==> src/rtl/ps2_scan_fifo_pkg.sv <==
// Shared constants and types for the PS/2 scan-code front end.
package ps2_pkg;

  localparam logic [7:0]  PS2_PREFIX_EXT = 8'hE0;
  localparam logic [7:0]  PS2_PREFIX_BRK = 8'hF0;
  localparam int unsigned ENTRY_W        = 10;

  typedef enum logic [1:0] {
    IDLE  = 2'd0,
    RECV  = 2'd1,
    CHECK = 2'd2
  } rx_state_t;

  // One decoded key event as stored in the FIFO.
  typedef struct packed {
    logic       ext;
    logic       brk;
    logic [7:0] code;
  } ps2_entry_t;

endpackage

==> src/rtl/ps2_scan_fifo_if.sv <==
// Valid/ready read port carrying decoded key events.
interface ps2_scan_fifo_if;

  logic       rd_valid;
  logic       rd_ready;
  logic [7:0] rd_code;
  logic       rd_break;
  logic       rd_ext;

  modport master (output rd_valid, rd_code, rd_break, rd_ext, input rd_ready);
  modport slave  (input rd_valid, rd_code, rd_break, rd_ext, output rd_ready);

endinterface

==> src/rtl/ps2_scan_fifo_frame_rx.sv <==
// PS/2 frame receiver: pin synchronisers, falling-edge detect, framing FSM,
// inactivity watchdog and odd-parity/stop check.
module ps2_frame_rx
  import ps2_pkg::*;
#(
  parameter int unsigned SYNC_STAGES    = 2,
  parameter int unsigned TIMEOUT_CYCLES = 100000
) (
  input  logic       clk,
  input  logic       reset,
  input  logic       ps2_clk,
  input  logic       ps2_dat,
  output logic       frame_done,
  output logic       frame_ok,
  output logic [7:0] code,
  output logic       frame_tmo
);

  localparam int unsigned WD_W = $clog2(TIMEOUT_CYCLES + 1);

  logic [SYNC_STAGES-1:0] clk_sync_q;
  logic [SYNC_STAGES-1:0] dat_sync_q;
  logic                   clk_prev_q;
  logic                   clk_s;
  logic                   dat_s;
  logic                   fall;

  rx_state_t  state_q, state_d;
  logic [3:0] bit_cnt_q, bit_cnt_d;
  logic [8:0] sh_q, sh_d;
  logic [WD_W-1:0] wdog_q, wdog_d;
  logic       done_d, ok_d, tmo_d;
  logic [7:0] code_d;

  assign clk_s = clk_sync_q[SYNC_STAGES-1];
  assign dat_s = dat_sync_q[SYNC_STAGES-1];
  assign fall  = clk_prev_q & ~clk_s;

  // Pin synchronisers; idle PS/2 lines are high.
  always_ff @(posedge clk) begin
    if (reset) begin
      clk_sync_q <= '1;
      dat_sync_q <= '1;
      clk_prev_q <= 1'b1;
    end else begin
      clk_sync_q <= {clk_sync_q[SYNC_STAGES-2:0], ps2_clk};
      dat_sync_q <= {dat_sync_q[SYNC_STAGES-2:0], ps2_dat};
      clk_prev_q <= clk_s;
    end
  end

  // Receive state and datapath registers.
  always_ff @(posedge clk) begin
    if (reset) begin
      state_q    <= IDLE;
      bit_cnt_q  <= '0;
      sh_q       <= '0;
      wdog_q     <= '0;
      frame_done <= 1'b0;
      frame_ok   <= 1'b0;
      code       <= '0;
      frame_tmo  <= 1'b0;
    end else begin
      state_q    <= state_d;
      bit_cnt_q  <= bit_cnt_d;
      sh_q       <= sh_d;
      wdog_q     <= wdog_d;
      frame_done <= done_d;
      frame_ok   <= ok_d;
      code       <= code_d;
      frame_tmo  <= tmo_d;
    end
  end

  // Next state: data+parity shift in LSB first; stop bit closes the frame.
  always_comb begin
    state_d   = state_q;
    bit_cnt_d = bit_cnt_q;
    sh_d      = sh_q;
    wdog_d    = wdog_q;
    done_d    = 1'b0;
    ok_d      = frame_ok;
    code_d    = code;
    tmo_d     = 1'b0;
    unique case (state_q)
      IDLE: begin
        if (fall && !dat_s) begin
          state_d   = RECV;
          bit_cnt_d = 4'd1;
          wdog_d    = '0;
        end
      end
      RECV: begin
        if (fall) begin
          wdog_d = '0;
          if (bit_cnt_q == 4'd10) begin
            state_d = CHECK;
            done_d  = 1'b1;
            ok_d    = dat_s & (^sh_q);
            code_d  = sh_q[7:0];
          end else begin
            sh_d      = {dat_s, sh_q[8:1]};
            bit_cnt_d = bit_cnt_q + 4'd1;
          end
        end else if (wdog_q == WD_W'(TIMEOUT_CYCLES - 1)) begin
          state_d = IDLE;
          tmo_d   = 1'b1;
        end else begin
          wdog_d = wdog_q + WD_W'(1);
        end
      end
      CHECK:   state_d = IDLE;
      default: state_d = IDLE;
    endcase
  end

endmodule

==> src/rtl/ps2_scan_fifo.sv <==
// PS/2 keyboard front end: prefix folding, key-event FIFO and error count.
module ps2_scan_fifo
  import ps2_pkg::*;
#(
  parameter int unsigned DEPTH          = 8,
  parameter int unsigned SYNC_STAGES    = 2,
  parameter int unsigned TIMEOUT_CYCLES = 100000,
  parameter int unsigned ERR_W          = 8
) (
  input  logic                   CLOCK_50,
  input  logic                   reset,
  input  logic                   ps2_clk,
  input  logic                   ps2_dat,
  input  logic                   clr_overflow,
  ps2_scan_fifo_if.master        rd,
  output logic [$clog2(DEPTH):0] fifo_count,
  output logic                   overflow,
  output logic [ERR_W-1:0]       frame_err_cnt
);

  localparam int unsigned AW = $clog2(DEPTH);
  localparam int unsigned CW = AW + 1;

  logic       frame_done, frame_ok, frame_tmo;
  logic [7:0] frame_code;

  ps2_frame_rx #(
    .SYNC_STAGES    (SYNC_STAGES),
    .TIMEOUT_CYCLES (TIMEOUT_CYCLES)
  ) u_rx (
    .clk        (CLOCK_50),
    .reset      (reset),
    .ps2_clk    (ps2_clk),
    .ps2_dat    (ps2_dat),
    .frame_done (frame_done),
    .frame_ok   (frame_ok),
    .code       (frame_code),
    .frame_tmo  (frame_tmo)
  );

  logic       ext_pend_q, brk_pend_q;
  logic       good, is_ext, is_brk, push;
  ps2_entry_t wr_entry;

  assign good     = frame_done & frame_ok;
  assign is_ext   = frame_code == PS2_PREFIX_EXT;
  assign is_brk   = frame_code == PS2_PREFIX_BRK;
  assign push     = good & ~is_ext & ~is_brk;
  assign wr_entry = '{ext: ext_pend_q, brk: brk_pend_q, code: frame_code};

  // Prefix flags accumulate until the next non-prefix code consumes them.
  always_ff @(posedge CLOCK_50) begin
    if (reset) begin
      ext_pend_q <= 1'b0;
      brk_pend_q <= 1'b0;
    end else if (good) begin
      if (is_ext) begin
        ext_pend_q <= 1'b1;
      end else if (is_brk) begin
        brk_pend_q <= 1'b1;
      end else begin
        ext_pend_q <= 1'b0;
        brk_pend_q <= 1'b0;
      end
    end
  end

  ps2_entry_t      mem [DEPTH];
  logic [AW-1:0]   wr_ptr_q, rd_ptr_q;
  logic [CW-1:0]   count_q;
  logic            full, pop, wr_en;
  ps2_entry_t      head;

  assign full        = count_q == CW'(DEPTH);
  assign rd.rd_valid = count_q != '0;
  assign pop         = rd.rd_valid & rd.rd_ready;
  assign wr_en       = push & (~full | pop);
  assign head        = rd.rd_valid ? mem[rd_ptr_q] : '0;
  assign rd.rd_code  = head.code;
  assign rd.rd_break = head.brk;
  assign rd.rd_ext   = head.ext;
  assign fifo_count  = count_q;

  // Storage array; contents are only observed through the valid-gated head.
  always_ff @(posedge CLOCK_50) begin
    if (wr_en) mem[wr_ptr_q] <= wr_entry;
  end

  // Pointers, occupancy and sticky overflow (a new drop beats a clear).
  always_ff @(posedge CLOCK_50) begin
    if (reset) begin
      wr_ptr_q <= '0;
      rd_ptr_q <= '0;
      count_q  <= '0;
      overflow <= 1'b0;
    end else begin
      if (wr_en) wr_ptr_q <= wr_ptr_q + AW'(1);
      if (pop)   rd_ptr_q <= rd_ptr_q + AW'(1);
      count_q <= count_q + CW'(wr_en) - CW'(pop);
      if (push && full && !pop) overflow <= 1'b1;
      else if (clr_overflow)    overflow <= 1'b0;
    end
  end

  // Saturating count of bad frames and watchdog timeouts.
  always_ff @(posedge CLOCK_50) begin
    if (reset) begin
      frame_err_cnt <= '0;
    end else if (((frame_done && !frame_ok) || frame_tmo) && (frame_err_cnt != '1)) begin
      frame_err_cnt <= frame_err_cnt + ERR_W'(1);
    end
  end

endmodule

==> src/flat_wrapper.sv <==
// flat-port wrapper written by rule: the top's interface ports become plain ports
module ps2_scan_fifo_flat import ps2_pkg::*;
#(
  parameter int unsigned DEPTH          = 8,
  parameter int unsigned SYNC_STAGES    = 2,
  parameter int unsigned TIMEOUT_CYCLES = 100000,
  parameter int unsigned ERR_W          = 8
)
  (CLOCK_50, reset, ps2_clk, ps2_dat, clr_overflow, fifo_count, overflow, frame_err_cnt, rd_rd_valid, rd_rd_code, rd_rd_break, rd_rd_ext, rd_rd_ready);
  ps2_scan_fifo_if rd_i ();
  input  logic CLOCK_50;
  input  logic reset;
  input  logic ps2_clk;
  input  logic ps2_dat;
  input  logic clr_overflow;
  output logic [$clog2(DEPTH):0] fifo_count;
  output logic overflow;
  output logic [ERR_W-1:0] frame_err_cnt;
  output wire logic [$bits(rd_i.rd_valid)-1:0] rd_rd_valid;
  output wire logic [$bits(rd_i.rd_code)-1:0] rd_rd_code;
  output wire logic [$bits(rd_i.rd_break)-1:0] rd_rd_break;
  output wire logic [$bits(rd_i.rd_ext)-1:0] rd_rd_ext;
  input wire logic [$bits(rd_i.rd_ready)-1:0] rd_rd_ready;
  assign rd_rd_valid = rd_i.rd_valid;
  assign rd_rd_code = rd_i.rd_code;
  assign rd_rd_break = rd_i.rd_break;
  assign rd_rd_ext = rd_i.rd_ext;
  assign rd_i.rd_ready = rd_rd_ready;
  ps2_scan_fifo #(.DEPTH(DEPTH), .SYNC_STAGES(SYNC_STAGES), .TIMEOUT_CYCLES(TIMEOUT_CYCLES), .ERR_W(ERR_W)) u_core (.CLOCK_50(CLOCK_50), .reset(reset), .ps2_clk(ps2_clk), .ps2_dat(ps2_dat), .clr_overflow(clr_overflow), .rd(rd_i), .fifo_count(fifo_count), .overflow(overflow), .frame_err_cnt(frame_err_cnt));
endmodule
==> config.mk <==
export PLATFORM = sky130hd
export DESIGN_NAME = ps2_scan_fifo_flat
export DESIGN_NICKNAME = d
export VERILOG_FILES = /design/src/rtl/ps2_scan_fifo_pkg.sv /design/src/rtl/ps2_scan_fifo_if.sv /design/src/rtl/ps2_scan_fifo_frame_rx.sv /design/src/rtl/ps2_scan_fifo.sv /design/src/flat_wrapper.sv
export SDC_FILE = /design/constraint.sdc
export NUM_CORES = 1
export LEC_CHECK = 0
export ABC_AREA = 1
export CAP_MARGIN = 20
export CELL_PAD_IN_SITES_DETAIL_PLACEMENT = 1
export CELL_PAD_IN_SITES_GLOBAL_PLACEMENT = 2
export CORE_MARGIN = 4
export CORE_UTILIZATION = 30
export DETAILED_ROUTE_END_ITERATION = 6
export GPL_ROUTABILITY_DRIVEN = 1
export PLACE_DENSITY = 0.72
export RECOVER_POWER = 50
export SKIP_CTS_REPAIR_TIMING = 1
export SYNTH_ARGS = -nofsm -noshare
export SYNTH_HDL_FRONTEND = slang
export SYNTH_SLANG_ARGS = --single-unit
==> constraint.sdc <==
create_clock -name CLOCK_50 -period 5.6 [get_ports CLOCK_50]
set_input_delay 0.84 -clock CLOCK_50 [delete_from_list [all_inputs] [get_ports CLOCK_50]]
set_output_delay 0.84 -clock CLOCK_50 [all_outputs]
set_load 0.01 [all_outputs]
==> summary.txt <==
Unrepaired setup endpoints after global routing: false
GP Congestion: 0.8115
Critical Path Slowest Stage Cell: clkdlybuf4s50_1
Worst-path fanout max: 41
Static Leakage: 2.879 nW
Placed insts: 1,039
Fill count: 2,554
Number of nets still failing antenna checks after routing: 0
Area Growth Syn to Fin: 18.12%
Worst skew pair latency: 0.43 ns
Kind of end point of the critical path: primary output
Critical path destination: rd_rd_code[1]
DR DRC count: 0
Gr usage total: 0.1398
Relative max-transition margin: 0.1079
Final hold violations: 0
DRT Wirelength: 16,350 µm
CTS root buffer: clkbuf_16
Total grt overflow: 0
Rows: 54
Post-synth EDFFs: 80
Post-synthesis cell area: 6690 µm²
Nets: 798
First-pass GRT wire length: 27,400 µm
PD cells: 371.2 nW/µm²
Async set or reset register ratio after synthesis: 0
Vias in the first global route: 5,273
WL/cell: 15.25 µm
CTS tree: done
Reg2reg end: u_core.mem[0][6]
Hold Path Class: reg -> reg
Core Area: 21,890 µm²
H-tree depth: 4
Cells on worst reg2reg path: 8
Initial drt markers: 230
Routed via count: 5,094
Endpoints failing setup: 0
Arr. time, crit path: 2.73 ns
Outcome: finished clean
Ant. Diodes: 0
Ys flop type: edfxtp_1
Fmax: 280.0 MHz
YS warnings: 0
Final Max Tran Viols: 0
Pre-antenna DRT Iters: 4
Fin cells: 1,072
CP max stage delay: 0.56 ns
Period Utilization, post-route: 0.6378
Yosys cell types: 39
#FFs+latches synth: 152
Final Util: 0.3610
Die Wd: 157.3 µm
Worst clock skew: 0.01367 ns
Clk slew on worst S/H paths: 0.07 ns
Initial antenna violation count: 0
Crit-path most repeated cell: nor2_1
Clock buffer depth: 2
I/O pin count: 30
Clock Sinks: 152
Post-synthesis cell count: 745
Reg-to-reg critical path startpoint: u_core.u_rx.code[3]
Setup slack, reg-to-reg: 2.98 ns
Crit Path Category: reg -> out
Sequential element share of the synthesized area: 0.5745
Syn nets: 764
Required @ worst endpoint: 4.76 ns
Starting Density: 0.3056
Share of cells above drive strength 1: 0.09596
Tightest Pin Transition: 1.338 ns
Worst path cell trace: buf_4 -> inv_1 -> buf_16 -> nor2_1 -> o32ai_1 -> o21ai_0 -> nor2_1 -> clkdlybuf4s50_1
Peak supply drop: 0.2032 mV
Vias per cell: 4.752
CTS Buf Count: 17
Die area: 24,750 µm²
Hold slack: 0.4207 ns
Die Y: 157.3 µm
Max-Cap Viols: 0
Count of buffers from port buffering: 29
Sum Neg Setup Slack: 0 ns
Final Critical Period: 3.572 ns
HPWL after DPL: 11,390 µm
Largest net degree at the start of global routing: 42
Avg Cell Area, Syn: 8.980 µm²
CP Launch Type: register
-- placed cells by master (no fill, tap or decap), types with 17 or more instances in the layout --
cell / count
nor2_1: 141
nand2_1: 120
edfxtp_1: 80
dfxtp_1: 72
inv_1: 71
o21ai_0: 66
a21oi_1: 40
clkdlybuf4s50_1: 28
nand3_1: 27
o32ai_1: 20
clkbuf_16: 17
-- flip-flops by register name (all words and copies together), names as in the netlist, 3 cells and up, named ones only --
signal,flops
u_core.fifo_count,4
u_core.frame_err_cnt,8
u_core.mem,80
u_core.rd_ptr_q,3
u_core.u_rx.bit_cnt_q,4
u_core.u_rx.code,8
u_core.u_rx.sh_q,9
u_core.u_rx.wdog_q,17
u_core.wr_ptr_q,3
-- power by group --
group | total [W] | switching, W | leakage [nW] | internal, W
Combinational | 0.000608 | 0.000351 | 1.30 | 0.000257
Sequential | 0.00121 | 0.0000201 | 1.29 | 0.00119
Clock | 0.00112 | 0.000522 | 0.284 | 0.000595
-- worst min path at each step --
stage	start	endpoint	slack (ns)	cells past startpoint
5_1_grt	u_core.u_rx.clk_sync_q[0]	u_core.u_rx.clk_sync_q[1]	0.44	1
4_1_cts	u_core.u_rx.clk_sync_q[0]	u_core.u_rx.clk_sync_q[1]	0.43	1
3_3_place_gp	u_core.u_rx.clk_sync_q[0]	u_core.u_rx.clk_sync_q[1]	0.40	1
3_5_place_dp	u_core.u_rx.clk_sync_q[0]	u_core.u_rx.clk_sync_q[1]	0.40	1
6_report	u_core.u_rx.clk_sync_q[0]	u_core.u_rx.clk_sync_q[1]	0.42	1
2_1_floorplan	u_core.u_rx.clk_sync_q[0]	u_core.u_rx.clk_sync_q[1]	0.39	1
-- critical path: cells and delay by family, from the launching register on --
family | cells | cell delay (ns)
AO/OA/AOI/OAI | 2 | 0.38
buffers and inverters | 4 | 1.42
AND/OR/NAND/NOR | 2 | 0.20
flip-flops | 1 | 0.30
-- layer usage --
metal  up-vias  wire [µm]  global-route usage
met5         -          0                   0
met4         0        259             0.05039
met3        22        418             0.02475
met2        65       7900              0.2361
met1      2441       7769              0.1801
li1       2566          -                   -
-- layout make-up --
class                      instances  area (µm²)  area share
clock buffer                      17       425.4     0.05383
timing repair buffer              40       392.9     0.04972
clock inverter                    15       156.4     0.01979
multi-input combinational        488        2431      0.3076
inverter                          80       302.8     0.03832
tap                              280       350.3     0.04433
sequential                       152        3844      0.4864
-- Yosys cell counts (all sizes together), types with 8 or more instances --
cell | n | share of area
inv | 80 | 0.045
nand4 | 8 | 0.0084
o32ai | 20 | 0.026
clkbuf | 19 | 0.011
edfxtp | 80 | 0.36
ha | 12 | 0.022
nand3 | 27 | 0.020
nor2 | 150 | 0.090
a21oi | 42 | 0.033
nor3 | 9 | 0.0082
o21ai | 68 | 0.051
nand2 | 125 | 0.072
dfxtp | 72 | 0.22
-- stage by stage --
stage                     power [W]  instance area (µm²)  setup slack [ns]
after CTS                  0.002972                 7886             1.607
after global placement     0.001828                 7282             2.115
after global routing       0.003093                 7903             1.832
after detailed placement   0.001841                 7305             2.084
after floorplan            0.001608                 6690             3.144
final                      0.002934                 7903             2.028
-- cells by family after synthesis --
kind of cell / after synthesis / synth area share
xor+xnor: 9 / 0.01178
simple gates: 326 / 0.2052
fa+ha+maj: 13 / 0.02543
compound gates: 140 / 0.1216
buf+inv: 105 / 0.06153
flops: 152 / 0.5745
Note: power is estimated with default switching activity, not from simulation.
